<file path="src/rtl/bert_pkg.sv">
// bert_pkg: shared definitions for the bit-error-ratio engine.
//   - prbs_sel encodings and the order/tap pair of each polynomial
//   - checker FSM state enum
//   - popcount and hunt-fill helpers
package bert_pkg;

  localparam logic [1:0] SEL_PRBS7  = 2'b00;
  localparam logic [1:0] SEL_PRBS15 = 2'b01;
  localparam logic [1:0] SEL_PRBS23 = 2'b10;
  localparam logic [1:0] SEL_PRBS31 = 2'b11;

  // x^ORD + x^TAP + 1
  localparam int unsigned ORD7  = 7;
  localparam int unsigned TAP7  = 6;
  localparam int unsigned ORD15 = 15;
  localparam int unsigned TAP15 = 14;
  localparam int unsigned ORD23 = 23;
  localparam int unsigned TAP23 = 18;
  localparam int unsigned ORD31 = 31;
  localparam int unsigned TAP31 = 28;

  typedef enum logic [1:0] {
    ST_HUNT   = 2'd0,
    ST_VERIFY = 2'd1,
    ST_LOCKED = 2'd2
  } chk_state_e;

  function automatic int unsigned poly_order(input logic [1:0] sel);
    case (sel)
      SEL_PRBS7:  return ORD7;
      SEL_PRBS15: return ORD15;
      SEL_PRBS23: return ORD23;
      default:    return ORD31;
    endcase
  endfunction

  // Words needed to fill the checker state with N received bits.
  function automatic logic [5:0] fill_words(input logic [1:0] sel, input int unsigned w);
    int unsigned n;
    n = poly_order(sel);
    return 6'((n + w - 1) / w);
  endfunction

  function automatic logic [5:0] popcount(input logic [31:0] v);
    logic [5:0] c;
    c = '0;
    for (int i = 0; i < 32; i++) c = c + 6'(v[i]);
    return c;
  endfunction

endpackage

</file>
<file path="src/rtl/bert_lfsr_step.sv">
// bert_lfsr_step: combinational W-step advance of a 31-bit PRBS state.
//   state_i / state_o : current / advanced state, bit 0 = most recent bit
//   sel_i             : polynomial select
//   use_ext_i         : shift ext_i bits into the state instead of feedback
//   ext_i             : external bits, bit W-1 first in time
//   bits_o            : predicted (feedback) bits, bit W-1 first in time
module bert_lfsr_step
  import bert_pkg::*;
#(
  parameter int W = 8
) (
  input  logic [30:0]  state_i,
  input  logic [1:0]   sel_i,
  input  logic         use_ext_i,
  input  logic [W-1:0] ext_i,
  output logic [30:0]  state_o,
  output logic [W-1:0] bits_o
);

  always_comb begin : step
    logic [30:0] s;
    logic        fb;
    s      = state_i;
    fb     = 1'b0;
    bits_o = '0;
    for (int i = W - 1; i >= 0; i--) begin
      case (sel_i)
        SEL_PRBS7:  fb = s[ORD7-1]  ^ s[TAP7-1];
        SEL_PRBS15: fb = s[ORD15-1] ^ s[TAP15-1];
        SEL_PRBS23: fb = s[ORD23-1] ^ s[TAP23-1];
        default:    fb = s[ORD31-1] ^ s[TAP31-1];
      endcase
      bits_o[i] = fb;
      s = {s[29:0], (use_ext_i ? ext_i[i] : fb)};
    end
    state_o = s;
  end

endmodule

</file>
<file path="src/rtl/bert_engine.sv">
// bert_engine: PRBS generator plus self-synchronising PRBS checker.
//   clock, reset       : rising-edge clock, synchronous active-high reset
//   en                 : advance generator one word (tx_data valid next cycle)
//   prbs_sel           : polynomial select; a change reseeds and rehunts
//   inject             : flip bit 0 of the next generated word
//   clear              : zero counters and sat
//   rx_data, rx_valid  : received word (bit W-1 first) and its qualifier
//   tx_data            : generated word (bit W-1 first)
//   locked             : checker in LOCKED
//   error              : mismatch mask of the last locked word, else 0
//   total_error, count : saturating bit-error / compared-bit counters
//   sat                : sticky, a counter reached all-ones
module bert_engine
  import bert_pkg::*;
#(
  parameter int W        = 8,
  parameter int CNT_W    = 32,
  parameter int ERR_W    = 16,
  parameter int SYNC_LEN = 4,
  parameter int LOSS_THR = 4,
  parameter int LOSS_WIN = 64
) (
  input  logic             clock,
  input  logic             reset,
  input  logic             en,
  input  logic [1:0]       prbs_sel,
  input  logic             inject,
  input  logic             clear,
  input  logic [W-1:0]     rx_data,
  input  logic             rx_valid,
  output logic [W-1:0]     tx_data,
  output logic             locked,
  output logic [W-1:0]     error,
  output logic [ERR_W-1:0] total_error,
  output logic [CNT_W-1:0] count,
  output logic             sat
);

  localparam int RUN_W = $clog2(SYNC_LEN + 1);
  localparam int WIN_W = $clog2(LOSS_WIN + 1);
  localparam int BAD_W = $clog2(LOSS_THR + 1);

  function automatic logic [ERR_W-1:0] sat_add_err(input logic [ERR_W-1:0] a,
                                                   input logic [5:0] b);
    logic [ERR_W+5:0] s;
    s = (ERR_W+6)'(a) + (ERR_W+6)'(b);
    if (s > (ERR_W+6)'({ERR_W{1'b1}})) return '1;
    return s[ERR_W-1:0];
  endfunction

  function automatic logic [CNT_W-1:0] sat_add_cnt(input logic [CNT_W-1:0] a,
                                                   input logic [5:0] b);
    logic [CNT_W+5:0] s;
    s = (CNT_W+6)'(a) + (CNT_W+6)'(b);
    if (s > (CNT_W+6)'({CNT_W{1'b1}})) return '1;
    return s[CNT_W-1:0];
  endfunction

  logic [1:0]       sel_q, sel_d;
  logic [30:0]      gen_q, gen_d;
  logic [W-1:0]     tx_q, tx_d;
  logic             pend_q, pend_d;
  logic [30:0]      chk_q, chk_d;
  chk_state_e       state_q, state_d;
  logic [5:0]       hunt_q, hunt_d;
  logic [RUN_W-1:0] run_q, run_d;
  logic [WIN_W-1:0] win_q, win_d;
  logic [BAD_W-1:0] bad_q, bad_d;
  logic [W-1:0]     err_q, err_d;
  logic [ERR_W-1:0] tot_q, tot_d;
  logic [CNT_W-1:0] cnt_q, cnt_d;
  logic             sat_q, sat_d;

  logic             sel_chg;
  logic [30:0]      gen_seed, gen_next, chk_next;
  logic [W-1:0]     gen_bits, chk_bits, mism;

  assign sel_chg  = (prbs_sel != sel_q);
  // A new polynomial starts from the all-ones seed on the very same edge.
  assign gen_seed = sel_chg ? '1 : gen_q;

  bert_lfsr_step #(.W(W)) u_gen (
    .state_i   (gen_seed),
    .sel_i     (prbs_sel),
    .use_ext_i (1'b0),
    .ext_i     ('0),
    .state_o   (gen_next),
    .bits_o    (gen_bits)
  );

  // HUNT and VERIFY reload from the line; only LOCKED free-runs.
  bert_lfsr_step #(.W(W)) u_chk (
    .state_i   (chk_q),
    .sel_i     (sel_q),
    .use_ext_i (state_q != ST_LOCKED),
    .ext_i     (rx_data),
    .state_o   (chk_next),
    .bits_o    (chk_bits)
  );

  assign mism = chk_bits ^ rx_data;

  always_comb begin
    sel_d  = prbs_sel;
    gen_d  = gen_seed;
    tx_d   = tx_q;
    pend_d = pend_q | inject;
    if (en) begin
      gen_d  = gen_next;
      tx_d   = gen_bits ^ W'(pend_q | inject);
      pend_d = 1'b0;
    end
  end

  always_comb begin : chk_fsm
    logic [WIN_W-1:0] win_n;
    logic [BAD_W-1:0] bad_n;
    logic             upd;
    chk_d   = chk_q;
    state_d = state_q;
    hunt_d  = hunt_q;
    run_d   = run_q;
    win_d   = win_q;
    bad_d   = bad_q;
    err_d   = '0;
    tot_d   = tot_q;
    cnt_d   = cnt_q;
    sat_d   = sat_q;
    win_n   = win_q + 1'b1;
    bad_n   = bad_q + BAD_W'(|mism);
    upd     = 1'b0;

    if (sel_chg) begin
      // The word arriving with a polynomial change is discarded.
      state_d = ST_HUNT;
      hunt_d  = '0;
    end else if (rx_valid) begin
      chk_d = chk_next;
      case (state_q)
        ST_HUNT: begin
          if (hunt_q == fill_words(sel_q, W) - 6'd1) begin
            state_d = ST_VERIFY;
            hunt_d  = '0;
            run_d   = '0;
          end else begin
            hunt_d = hunt_q + 6'd1;
          end
        end
        ST_VERIFY: begin
          if (mism != '0) begin
            state_d = ST_HUNT;
            hunt_d  = '0;
          end else if (run_q == RUN_W'(SYNC_LEN - 1)) begin
            state_d = ST_LOCKED;
            win_d   = '0;
            bad_d   = '0;
          end else begin
            run_d = run_q + 1'b1;
          end
        end
        ST_LOCKED: begin
          err_d = mism;
          upd   = 1'b1;
          if (bad_n == BAD_W'(LOSS_THR)) begin
            state_d = ST_HUNT;
            hunt_d  = '0;
          end else if (win_n == WIN_W'(LOSS_WIN)) begin
            win_d = '0;
            bad_d = '0;
          end else begin
            win_d = win_n;
            bad_d = bad_n;
          end
        end
        default: state_d = ST_HUNT;
      endcase
    end

    if (clear) begin
      tot_d = '0;
      cnt_d = '0;
      sat_d = 1'b0;
    end else if (upd) begin
      tot_d = sat_add_err(tot_q, popcount(32'(mism)));
      cnt_d = sat_add_cnt(cnt_q, 6'(W));
      sat_d = sat_q | (&tot_d) | (&cnt_d);
    end
  end

  always_ff @(posedge clock) begin
    if (reset) begin
      // Loading the live select avoids a spurious reseed on release.
      sel_q   <= prbs_sel;
      gen_q   <= '1;
      tx_q    <= '0;
      pend_q  <= 1'b0;
      chk_q   <= '1;
      state_q <= ST_HUNT;
      hunt_q  <= '0;
      run_q   <= '0;
      win_q   <= '0;
      bad_q   <= '0;
      err_q   <= '0;
      tot_q   <= '0;
      cnt_q   <= '0;
      sat_q   <= 1'b0;
    end else begin
      sel_q   <= sel_d;
      gen_q   <= gen_d;
      tx_q    <= tx_d;
      pend_q  <= pend_d;
      chk_q   <= chk_d;
      state_q <= state_d;
      hunt_q  <= hunt_d;
      run_q   <= run_d;
      win_q   <= win_d;
      bad_q   <= bad_d;
      err_q   <= err_d;
      tot_q   <= tot_d;
      cnt_q   <= cnt_d;
      sat_q   <= sat_d;
    end
  end

  assign tx_data     = tx_q;
  assign locked      = (state_q == ST_LOCKED);
  assign error       = err_q;
  assign total_error = tot_q;
  assign count       = cnt_q;
  assign sat         = sat_q;

endmodule

</file>
<file path="config.mk">
export PLATFORM = sky130hd
export DESIGN_NAME = bert_engine
export DESIGN_NICKNAME = d
export VERILOG_FILES = /design/src/rtl/bert_pkg.sv /design/src/rtl/bert_lfsr_step.sv /design/src/rtl/bert_engine.sv
export SDC_FILE = /design/constraint.sdc
export NUM_CORES = 1
export LEC_CHECK = 0
export ABC_AREA = 1
export ABC_CLOCK_PERIOD_IN_PS = 5240
export CORE_MARGIN = 3
export CORE_UTILIZATION = 35
export DETAILED_ROUTE_END_ITERATION = 16
export MAX_ROUTING_LAYER = met4
export PLACE_DENSITY_LB_ADDON = 0.2
export SYNTH_ARGS = -nofsm -noshare
export SYNTH_HDL_FRONTEND = slang
export SYNTH_SLANG_ARGS = --single-unit
</file>
<file path="constraint.sdc">
create_clock -name clock -period 5.24 [get_ports clock]
set_clock_uncertainty 0.05 [all_clocks]
set_input_delay 1.048 -clock clock [delete_from_list [all_inputs] [get_ports clock]]
set_output_delay 1.048 -clock clock [all_outputs]
set_load 0.05 [all_outputs]
</file>
==> results.json <==
{
  "dr.pass1.iters": 5,
  "place.detailed.hpwl_um": 19000,
  "synth-edff-count": 0,
  "grt_first_pass_wirelength_um": 43200,
  "yosys.area_share.adder_pct": 3.34,
  "yosys.area_share.simple_pct": 31.1,
  "synth_top_area_share_pct": 32.3,
  "crit_path_top_delay_cell": "sky130_fd_sc_hd__fa_1",
  "drt-initial-drc-count": 642,
  "root_buffer": "sky130_fd_sc_hd__clkbuf_16",
  "power_frac_seq_pct": 38.9,
  "clk_path_buf_depth": 2,
  "drive_gt1_share_pct": 14.5,
  "power.switching_fraction_pct": 26.8,
  "synth.lib_cells_used.distinct": 56,
  "mappedNetlistNets": 1420,
  "io_buffer_count": 81,
  "clk_pin_slew_ns": 0.06,
  "vdd_ir_drop_max_v": 0.000153,
  "drt_drc_violations_left": 0,
  "critPathLaunchType": "input pin",
  "synth-xor-area-share_pct": 4.88,
  "detail-route-antenna-nets": 0,
  "max_clock_freq_mhz": 185,
  "route.final.wire_length_um": 26000,
  "fp.coreArea_um2": 26200,
  "timing.critical_path.arrival_ns": 5.71,
  "power_density_nw_per_um2": 264,
  "area_growth_from_synthesis_to_final_layout_pct": 25.2,
  "netSwitchingPower_mw": 0.828,
  "violations": "setup timing",
  "end_kind": "register",
  "dpl-instance-area_um2": 10900,
  "clock_power_share_pct": 45.0,
  "initial_util_pct": 35.7,
  "hold_viol": 0,
  "ctsHtreeMaxLevel": 4,
  "grt_setup_unrepaired": "yes",
  "path_category_of_the_worst_min_delay_check": "register to register",
  "routed_wire_length_per_instance_um": 14.0,
  "critical-path-top-cell-by-count": "sky130_fd_sc_hd__nand2_1",
  "nNetsFinal": 1544,
  "critical_path_origin": "rx_data[7]",
  "antenna_violations_before_repair": 0,
  "netlist_area_um2": 9360,
  "dominant_combinational_cell_family_by_area_after_synthesis": "simple AND/OR/NAND/NOR gates",
  "power_leakage_nw": 5.14,
  "grt_usage_pct": 18.8,
  "cts_hold_buf": 0,
  "detailedPlace.worstSlack_ns": -0.860,
  "synth_flop_cell": "sky130_fd_sc_hd__dfxtp_1",
  "max_cap_violations": 0,
  "fin_hold_ws_ns": 0.408,
  "clock_tree_from_tritoncts": "yes",
  "io-pin-count": 82,
  "worst_margin_slew_ns": 1.00,
  "floorplan.die_area_um2": 28800,
  "synth_compound_gate_area_share_pct": 16.5,
  "grt_start_max_net_pins": 48,
  "synth-seq-area-share_pct": 32.3,
  "min-delay-start": "sat",
  "synth.area.top_cells": "sky130_fd_sc_hd__dfxtp_1 32%, sky130_fd_sc_hd__nand2_1 12%, sky130_fd_sc_hd__inv_1 8.7%",
  "fin_ws_ns": -0.173,
  "relative_max_transition_margin_pct": 33.0,
  "synthArstFlopShare_pct": 0,
  "route.detailed.vias_per_inst": 4.90,
  "cell_internal_pwr_mw": 2.26,
  "cts_made_buffers": 17,
  "gpl.final_weighted_congestion": 0.893,
  "utilization_pct": 44.7,
  "r2r_start": "sel_q[1]",
  "yosys_warnings": 0,
  "yosys_register_bits": 151,
  "path_max_fanout": 5,
  "die_y_um": 170,
  "vias": 9084,
  "post-route-period-util_pct": 103,
  "timing_max_transition_violations_final": 0,
  "final-setup-viol-count": 2,
  "postSynthAreaPerCell_um2": 6.78,
  "die_w_um": 170,
  "clock_sink_count": 151,
  "worstSkewPairLatency_ns": 0.43,
  "slowest_delay_ns": 0.53,
  "timing.setup.critical_path_class": "input pin to register",
  "synthesis.instances": 1382,
  "insertedDiodeCount": 0,
  "synth_area_leader_cell": "sky130_fd_sc_hd__dfxtp_1",
  "period_needed_ns": 5.41,
  "synth_mux_area_share_pct": 0,
  "synth.top_cells.by_count": "309 x sky130_fd_sc_hd__nand2_1, 217 x sky130_fd_sc_hd__inv_1, 151 x sky130_fd_sc_hd__dfxtp_1",
  "finish.instance_area_um2": 11700,
  "rows": 59,
  "pwr-share-comb_pct": 16.1,
  "outcome": "finished, violations left",
  "yosysMostFrequentCell": "sky130_fd_sc_hd__nand2_1",
  "grt_pass1_vias": 8625,
  "overflow": 0,
  "worstPathRequired_ns": 5.54
}
[final cells by class]
cell class,count,area [um^2]
Clock buffer,19,443
Clock inverter,13,220
Fill cell,2706,14500
Inverter,229,867
Multi-Input combinational cell,954,5370
Sequential cell,151,3030
Tap cell,335,419
Timing Repair Buffer,153,1380
[flip-flops by register name, summed over array words and instances (netlist names), 6 cells and up]
signal / flops
gen_q: 31
count: 32
total_error: 16
error: 8
tx_data: 8
chk_q: 31
hunt_q: 6
win_q: 7
[stage by stage]
step / power [mW] / TNS [ns] / cells
after floorplan: 1.53 / -0.108 / 1382
after global placement: 1.70 / -6.47 / 1815
after detailed placement: 1.71 / -8.08 / 1815
after CTS: 3.12 / -0.147 / 1849
after global routing: 3.23 / -2.08 / 1854
final: 3.09 / -0.218 / 1854
[layout by cell type (no fill, tap or decap), types with 8 or more instances in the layout]
cell type                           n
sky130_fd_sc_hd__a21oi_1           74
sky130_fd_sc_hd__buf_4             67
sky130_fd_sc_hd__clkbuf_16         17
sky130_fd_sc_hd__clkdlybuf4s50_1   79
sky130_fd_sc_hd__dfxtp_1          149
sky130_fd_sc_hd__ha_1              16
sky130_fd_sc_hd__inv_1            214
sky130_fd_sc_hd__inv_2             12
sky130_fd_sc_hd__nand2_1          300
sky130_fd_sc_hd__nand2_2           12
sky130_fd_sc_hd__nand2_4            8
sky130_fd_sc_hd__nand3_1          103
sky130_fd_sc_hd__nand3_2           12
sky130_fd_sc_hd__nand4_1           16
sky130_fd_sc_hd__nor2_1           125
sky130_fd_sc_hd__nor2_2            14
sky130_fd_sc_hd__o211ai_1          50
sky130_fd_sc_hd__o21ai_0           57
sky130_fd_sc_hd__o21ai_1           11
sky130_fd_sc_hd__o22ai_1           19
sky130_fd_sc_hd__o31ai_2            8
sky130_fd_sc_hd__xnor2_1           12
sky130_fd_sc_hd__xor2_1            29
[power by group through the flow]
stage	clock network [mW]	registers (mW)	logic, mW
after detailed placement	0	1.23	0.477
after global routing	1.47	1.21	0.558
after global placement	0	1.23	0.471
after floorplan	0	1.23	0.302
final	1.39	1.20	0.498
after CTS	1.43	1.20	0.496
[logic make-up (layout without fill, tap and decap cells)]
kind of cell | Yosys count | after routing
fa+ha+maj | 22 | 22
flops | 151 | 151
simple gates | 635 | 636
compound gates | 249 | 249
xor+xnor | 47 | 47
buf+inv | 278 | 414
[final timing paths]
path / cells past startpoint / slack (ns) / end
hold reg to reg: 2 / 0.41 / sat
setup / recovery: 30 / -0.17 / sat
hold / removal: 2 / 0.41 / sat
setup reg to reg: 33 / -0.16 / sat
[critical path: cells and delay by family]
kind	cells	cell delay (ns)
compound gates	2	0.30
fa+ha+maj	5	2.22
buf+inv	6	0.69
simple gates	17	1.46
[timing repair]
action,4_1_cts,5_1_grt
hold endpoints to repair,0,0
resized for setup,12,24
setup buffers,2,4
pin swaps,8,16
gates cloned,0,1
setup endpoints to repair,6,13
[per-layer routing]
metal  vias to the layer above  track usage (%)  wire length, um
met5                         -                -                0
met4                         0             4.30              368
met3                        28             3.00              791
met2                       181             30.7            12200
met1                      4149             24.5            12700
li1                       4726                -                -
(Power assumes the default switching activity.)
